## src/rtl/tx_pkg.sv

```systemverilog
// Shared transmit-path constants and types.
// Used by the TX FIFO and the TX encoder.
package tx_pkg;

    localparam int TX_DATA_W     = 8;
    localparam int TX_FIFO_DEPTH = 8;

    typedef logic [TX_DATA_W-1:0] tx_byte_t;

endpackage

```

## src/rtl/tx_fifo_ctrl.sv

```systemverilog
// TX FIFO control: pointers, occupancy,
// accept decisions and sticky error flags.
module tx_fifo_ctrl
    import tx_pkg::*;
#(
    parameter int DEPTH = TX_FIFO_DEPTH,
    localparam int ADDR_W = $clog2(DEPTH)
) (
    input  logic              clk,
    input  logic              n_rst,
    input  logic              clear,
    input  logic              w_enable,
    input  logic              r_enable,
    output logic              w_accept,
    output logic [ADDR_W-1:0] wptr,
    output logic [ADDR_W-1:0] rptr,
    output logic [ADDR_W:0]   count,
    output logic              empty,
    output logic              full,
    output logic              overrun,
    output logic              underrun
);

    localparam logic [ADDR_W:0] FULL_CNT = (ADDR_W+1)'(DEPTH);

    logic r_accept;

    assign empty = (count == '0);
    assign full  = (count == FULL_CNT);

    // A pop frees the slot being written when full.
    assign w_accept = !clear && w_enable && (!full || r_enable);
    assign r_accept = !clear && r_enable && !empty;

    always_ff @(posedge clk or negedge n_rst) begin
        if (!n_rst) begin
            wptr     <= '0;
            rptr     <= '0;
            count    <= '0;
            overrun  <= 1'b0;
            underrun <= 1'b0;
        end else if (clear) begin
            wptr     <= '0;
            rptr     <= '0;
            count    <= '0;
            overrun  <= 1'b0;
            underrun <= 1'b0;
        end else begin
            if (w_accept) begin
                wptr <= wptr + 1'b1;
            end
            if (r_accept) begin
                rptr <= rptr + 1'b1;
            end
            if (w_accept && !r_accept) begin
                count <= count + 1'b1;
            end else if (r_accept && !w_accept) begin
                count <= count - 1'b1;
            end
            if (w_enable && full && !r_enable) begin
                overrun <= 1'b1;
            end
            if (r_enable && empty) begin
                underrun <= 1'b1;
            end
        end
    end

endmodule

```

## src/rtl/tx_fifo.sv

```systemverilog
// Single-clock byte FIFO feeding the TX encoder.
// First-word-fall-through head, occupancy and error flags.
module tx_fifo
    import tx_pkg::*;
#(
    parameter int DATA_W = TX_DATA_W,
    parameter int DEPTH  = TX_FIFO_DEPTH,
    localparam int ADDR_W = $clog2(DEPTH)
) (
    input  logic              clk,
    input  logic              n_rst,
    input  logic              clear,
    input  logic              w_enable,
    input  logic [DATA_W-1:0] w_data,
    input  logic              r_enable,
    output logic [DATA_W-1:0] r_data,
    output logic              empty,
    output logic              full,
    output logic [ADDR_W:0]   count,
    output logic              overrun,
    output logic              underrun
);

    logic [DATA_W-1:0] mem [DEPTH];
    logic [ADDR_W-1:0] wptr;
    logic [ADDR_W-1:0] rptr;
    logic              w_accept;

    tx_fifo_ctrl #(
        .DEPTH(DEPTH)
    ) u_ctrl (
        .clk      (clk),
        .n_rst    (n_rst),
        .clear    (clear),
        .w_enable (w_enable),
        .r_enable (r_enable),
        .w_accept (w_accept),
        .wptr     (wptr),
        .rptr     (rptr),
        .count    (count),
        .empty    (empty),
        .full     (full),
        .overrun  (overrun),
        .underrun (underrun)
    );

    // Entries reset to zero so the idle head reads 0.
    always_ff @(posedge clk or negedge n_rst) begin
        if (!n_rst) begin
            for (int i = 0; i < DEPTH; i++) begin
                mem[i] <= '0;
            end
        end else if (w_accept) begin
            mem[wptr] <= w_data;
        end
    end

    assign r_data = mem[rptr];

endmodule

```

## config.mk

```make
export PLATFORM = sky130hd
export DESIGN_NAME = tx_fifo
export DESIGN_NICKNAME = d
export VERILOG_FILES = /design/src/rtl/tx_pkg.sv /design/src/rtl/tx_fifo_ctrl.sv /design/src/rtl/tx_fifo.sv
export SDC_FILE = /design/constraint.sdc
export NUM_CORES = 1
export LEC_CHECK = 0
export ABC_CLOCK_PERIOD_IN_PS = 6300
export BUFFER_PORTS_ARGS = -buffer_cell sky130_fd_sc_hd__buf_2
export CAP_MARGIN = 30
export CELL_PAD_IN_SITES_DETAIL_PLACEMENT = 1
export CELL_PAD_IN_SITES_GLOBAL_PLACEMENT = 1
export CORE_UTILIZATION = 30
export DETAILED_ROUTE_END_ITERATION = 8
export PLACE_DENSITY = 0.62
export SETUP_SLACK_MARGIN = 0.5
export SLEW_MARGIN = 40
export SYNTH_ARGS = -nofsm -noshare
export SYNTH_HDL_FRONTEND = slang
export SYNTH_SLANG_ARGS = --single-unit
```

## constraint.sdc

```tcl
create_clock -name clk -period 6.3 [get_ports clk]
set_clock_uncertainty 0.2 [all_clocks]
set_input_delay 1.575 -clock clk [delete_from_list [all_inputs] [get_ports clk]]
set_output_delay 1.575 -clock clk [all_outputs]
set_load 0.1 [all_outputs]
```

; Word-level counts from Yosys, hierarchy flattened
; Index checks and enable logic that the tools add are counted.
[totals]
reg_bits = 76
in_bits = 13
word_cells = 63
[op_classes]
addsub = 4
order_cmp = 3
n_eq_ne = 1
n_mux = 17
bitwise_logic = 2
reduce_logical = 23
[ops]
columns = cell, n
row1 = $bwmux W64, 1
row2 = $bmux W8 S3, 1
row3 = $demux W8 S3, 1
row4 = $mux W8, 3
row5 = $mux W3, 4
row6 = $mux W4, 3
row7 = $logic_and A1 B1 Y1, 10
row8 = $ge A4 B4 Y1 const B, 2
row9 = $not A3 Y4, 2
row10 = $reduce_bool A2 Y1, 4
row11 = $add A3 B1 Y3 const B, 2
row12 = $logic_not A1 Y1, 6
row13 = $add A4 B1 Y4 const B, 1
row14 = $eq A4 B4 Y1 const B, 1
row15 = $logic_not A4 Y1, 1
row16 = $lt A4 B1 Y1 const B, 1
row17 = $mux W1, 4
row18 = $sub A4 B1 Y4 const B, 1
row19 = $reduce_bool A3 Y1, 1
row20 = $logic_or A1 B1 Y1, 1

; Logic depth before layout (Yosys ltp)
[logic_depth]
ltp_word = 9
mapped_depth = 9
ltp_nobuf = 8

; Cells and area by module
; From an unflattened synthesis, not the netlist that was laid out.
[unflattened]
cells_unflattened = 256
hier_area_um2 = 3787.4
[modules_own_cells]
columns = module, n_inst, cells_per_inst, area_each_um2
row1 = tx_fifo, 1, 172, 2992.9
row2 = tx_fifo_ctrl, 1, 84, 794.5

; Worst setup path after synthesis
; Ideal clock, no wire load.
[synth_timing]
path_kind = register -> output
startpoint = register u_ctrl.count[0]
endpoint = output port full
arrival_time_ns = 2.768
path_slack_ns = 1.757
stages_incl_launch_ff = 4
path_buffers = 1
path_cell_list = dfrtp_1 -> or3_1 -> buf_2 -> nor2_1
[synth_between]
elab_chain_cells = 1
[synth_rtl]
columns = item, line_no
row1 = "start, declared", tx_fifo_ctrl.sv:17  ; output logic [ADDR_W:0] count,
row2 = "start signal, assigned", tx_fifo_ctrl.sv:56  ; count <= count + 1'b1;
row3 = "start signal, assigned", tx_fifo_ctrl.sv:58  ; count <= count - 1'b1;
row4 = $eq A4 B4 Y1, tx_fifo_ctrl.sv:29  ; assign full = (count == FULL_CNT);
row5 = "end, declared", tx_fifo.sv:18  ; output logic full,
; Every way passes these cells.

; Worst setup path after layout
[layout_timing]
startpoint = register u_ctrl.rptr[0]
endpoint = output port r_data[7]
[layout_between]
elab_chain_cells = 4
[layout_rtl]
columns = item, line_no
row1 = "start, declared", tx_fifo_ctrl.sv:16  ; output logic [ADDR_W-1:0] rptr,
row2 = "start signal, assigned", tx_fifo_ctrl.sv:53  ; rptr <= rptr + 1'b1;
row3 = $not A3 Y4 (not written as such), tx_fifo.sv:58  ; assign r_data = mem[rptr];
row4 = $bmux W8 S3, tx_fifo.sv:58
row5 = $mux W8 (not written as such) (2 in a row), tx_fifo.sv:58
row6 = "end, declared", tx_fifo.sv:16  ; output logic [DATA_W-1:0] r_data,
; Every way passes these cells. The select of a mux whose other input is x is not followed.

==> results.tsv <==
stage	metric	value	unit
status	run status	finished clean	
logic_synthesis	Compound-Gate Fraction of Synth Area	0.0321	
hold_path	Worst Hold Class	reg2reg	
clocking	Clock Tree Root	clkbuf_16	
die	Starting Density	0.314	
global_route	overall global routing resource usage	0.141	
detailed_routing	DRC	0	
sta	relative slew slack	0.448	
clocking	clock sinks	76	
clocking	CTS tree	built	
detailed_routing	Via density	5.03	
clocking	Clk Latency, worst-skew pair	330	ps
detailed_routing	routed wl met3	259	um
sta	Fin Hold WS	285	ps
detailed_routing	drt first pass iters	6	
clocking	CTS Hold Bufs	0	
layout	multi-input combinational cell area	0.00169	mm^2
logic_synthesis	Post-Syn Nets	264	
layout	layout net count	293	
detailed_routing	DRT antenna net count	0	
detailed_routing	detailed-route wire length on metal 1	3.66	mm
die	Top Ports	29	
logic_synthesis	Post-synth EDFFs	0	
logic_synthesis	leading area contributor after synthesis	dfrtp_1	
clocking	PostCTS Resize Cnt	0	
die	core footprint	0.0117	mm^2
place	PortBufs	28	
logic_synthesis	Synth Area in Simple Gates	0.0585	
setup_path	critical path endpoint category	output pin	
clocking	CTS max path bufs	2	
global_route	grt total ovfl	0	
clocking	Post-CTS Setup Repair Bufs	0	
die	Die Height	112	um
place	hpwl dp	4.98	mm
setup_path	Crit Path Class	reg2out	
layout	register area	0.00190	mm^2
logic_synthesis	Synth warnings	0	
global_route	initial antenna violation count	0	
logic_synthesis	Post-synth ARST share	1.00	
sta	crit path time final	4190	ps
clocking	clock transition at the registers of the reported paths	60	ps
detailed_routing	detailed-route wire length	7.89	mm
sta	setup violators final	0	
setup_path	reg2reg setup slack	3430	ps
setup_path	r2r startpoint	u_ctrl.count[0]	
detailed_routing	Routed WL per cell	18.7	um
pwr	pwr/cell area	519	mW/mm^2
detailed_routing	total number of vias	2129	
sta	Fmax achieved	238	MHz
sta	unrepaired setup endpoints after global routing	no	
global_route	pin count of the biggest net entering global routing	77	
layout	final cell count without fillers	423	
global_route	vias in the first global route	2366	
logic_synthesis	FF+latch count, synth	76	
clocking	CTS Buf Count	9	
logic_synthesis	Synth area leaders	dfrtp_1 (52%), mux2_2 (21%), mux4_2 (9.8%)	
detailed_routing	top layer in use	met4	
setup_path	CP required	4530	ps
layout	ratio of cells with drive above 1 in the final layout	0.500	
setup_path	Worst Setup SP	u_ctrl.rptr[0]	
sta	Slew Limit Fails	0	
logic_synthesis	Synth Cell Area	0.00366	mm^2
layout	P&R area growth vs syn	16.6	%
setup_path	Startpoint Class	flop	
logic_synthesis	register area share after synthesis	0.520	
setup_path	critical path data arrival time	2420	ps
place	global placer's final weighted congestion	0.695	
logic_synthesis	Post-Synth Adder-Cell Area	0.0191	
logic_synthesis	post-synth top area share	0.520	
clocking	htree depth	3	
detailed_routing	Detailed Route Iter0 Violations	104	
pwr	P_leak	1.97	nW
die	Die W	112	um
logic_synthesis	Syn Inst Count	246	
sta	number of hold violations in the final report	0	
hold_path	Hold Startpoint	mem[46]	
layout	diode count	0	
setup_path	Max FO, Critical Path	11	
logic_synthesis	post-synth cell types	42	
pwr	IR drop worst, VDD	301	uV
logic_synthesis	post-synthesis xor/xnor area fraction	0.0168	
layout	Fill cells	1214	
logic_synthesis	Top FF cell, synth	dfrtp_1	
sta	fin crit share	0.666	
global_route	first-pass GRT wire length	13.3	mm
logic_synthesis	mux cell area share after synthesis	0.334	
sta	pin slew with the least headroom to its limit	822	ps
die	row count	39	
die	die area	0.0126	mm^2
logic_synthesis	largest family of logic cells by synthesized area	multiplexers	
flow_run	Max-cap violations	0	
detailed_routing	WL met2	3.89	mm
sta	post-route setup TNS	0	ps
place	dpl cells	407	
logic_synthesis	mean area per synthesized cell	14.9	um^2
worst max-delay path, stage by stage, from the launching register on:
cell and delay, ps:
dfrtp_1 630, buf_4 340, mux4_2 530, mux2_2 280
buf_2 290
state kept, by name, indices dropped and copies added, names as in the netlist:
signal and flops:
mem 64, u_ctrl.count 4, u_ctrl.overrun 1, u_ctrl.rptr 3
u_ctrl.underrun 1, u_ctrl.wptr 3
through the flow:
stage | worst slack [ps] | area [um^2] | total power [mW] | utilization
after global routing | 1950 | 4270 | 2.33 | 0.366
after global placement | 2410 | 3940 | 1.66 | 0.338
after detailed placement | 2420 | 3940 | 1.68 | 0.338
after CTS | 2050 | 4270 | 2.25 | 0.366
final | 2110 | 4270 | 2.22 | 0.366
after floorplan | 1760 | 3660 | 1.51 | -
area by class of cell:
cell class,instances,share of cell area
inverter,6,0.00528
clock inverter,5,0.0193
clock buffer,11,0.0569
multi-input combinational,153,0.395
tap,143,0.0419
timing repair buffer,29,0.0360
sequential,76,0.446
cells in the mapped netlist, drive strengths merged (2+ instances only):
cell type,n
buf,8
inv,6
xor2,4
xnor2,3
dfrtp,76
mux2i,4
clkbuf,3
mux2,73
nand2b,3
ha,4
nand3b,2
nand2,2
nor2,19
mux4,16
nand3,2
a21oi,2
path summary, 6_finish.rpt:
check | cells after the start | end
max | 4 | r_data[7]
min | 1 | mem[46]
max reg2reg | 7 | u_ctrl.count[3]
min reg2reg | 1 | mem[46]
max in group asynchronous | 1 | u_ctrl.rptr[1]
min in group asynchronous | 1 | u_ctrl.underrun
power by group:
part | switching, mW | internal (mW) | total [mW]
clock network | 0.201 | 0.359 | 0.560
registers | 0.102 | 0.605 | 0.707
logic | 0.654 | 0.294 | 0.948
total | 0.957 | 1.26 | 2.22
layout by cell type, fill, tap and decap left out, types with 2 or more instances in the layout:
| cell | n |
|---|---|
| dfrtp_1 | 75 |
| nor2_2 | 2 |
| buf_2 | 27 |
| a21oi_1 | 2 |
| xnor2_1 | 3 |
| nor2_1 | 17 |
| mux4_2 | 16 |
| xor2_1 | 4 |
| mux2i_1 | 4 |
| ha_1 | 4 |
| clkbuf_16 | 9 |
| nand2b_1 | 3 |
| mux2_2 | 68 |
| bufinv_16 | 2 |
| mux2_1 | 5 |
| inv_1 | 6 |
routing by layer:
metal,global-route usage,vias up
li1,-,960
met1,0.175,1123
met2,0.236,36
met3,0.0491,10
met4,0.0329,0
met5,0,-
cells by family (layout without fill, tap and decap cells):
| kind of cell | Yosys count | in the layout |
|---|---|---|
| xor+xnor | 7 | 7 |
| flops | 76 | 76 |
| mux | 93 | 93 |
| buf+inv | 17 | 51 |
| simple gates | 35 | 35 |
| fa+ha+maj | 5 | 5 |
| compound gates | 13 | 13 |
Note: power is estimated with default switching activity, not from simulation.
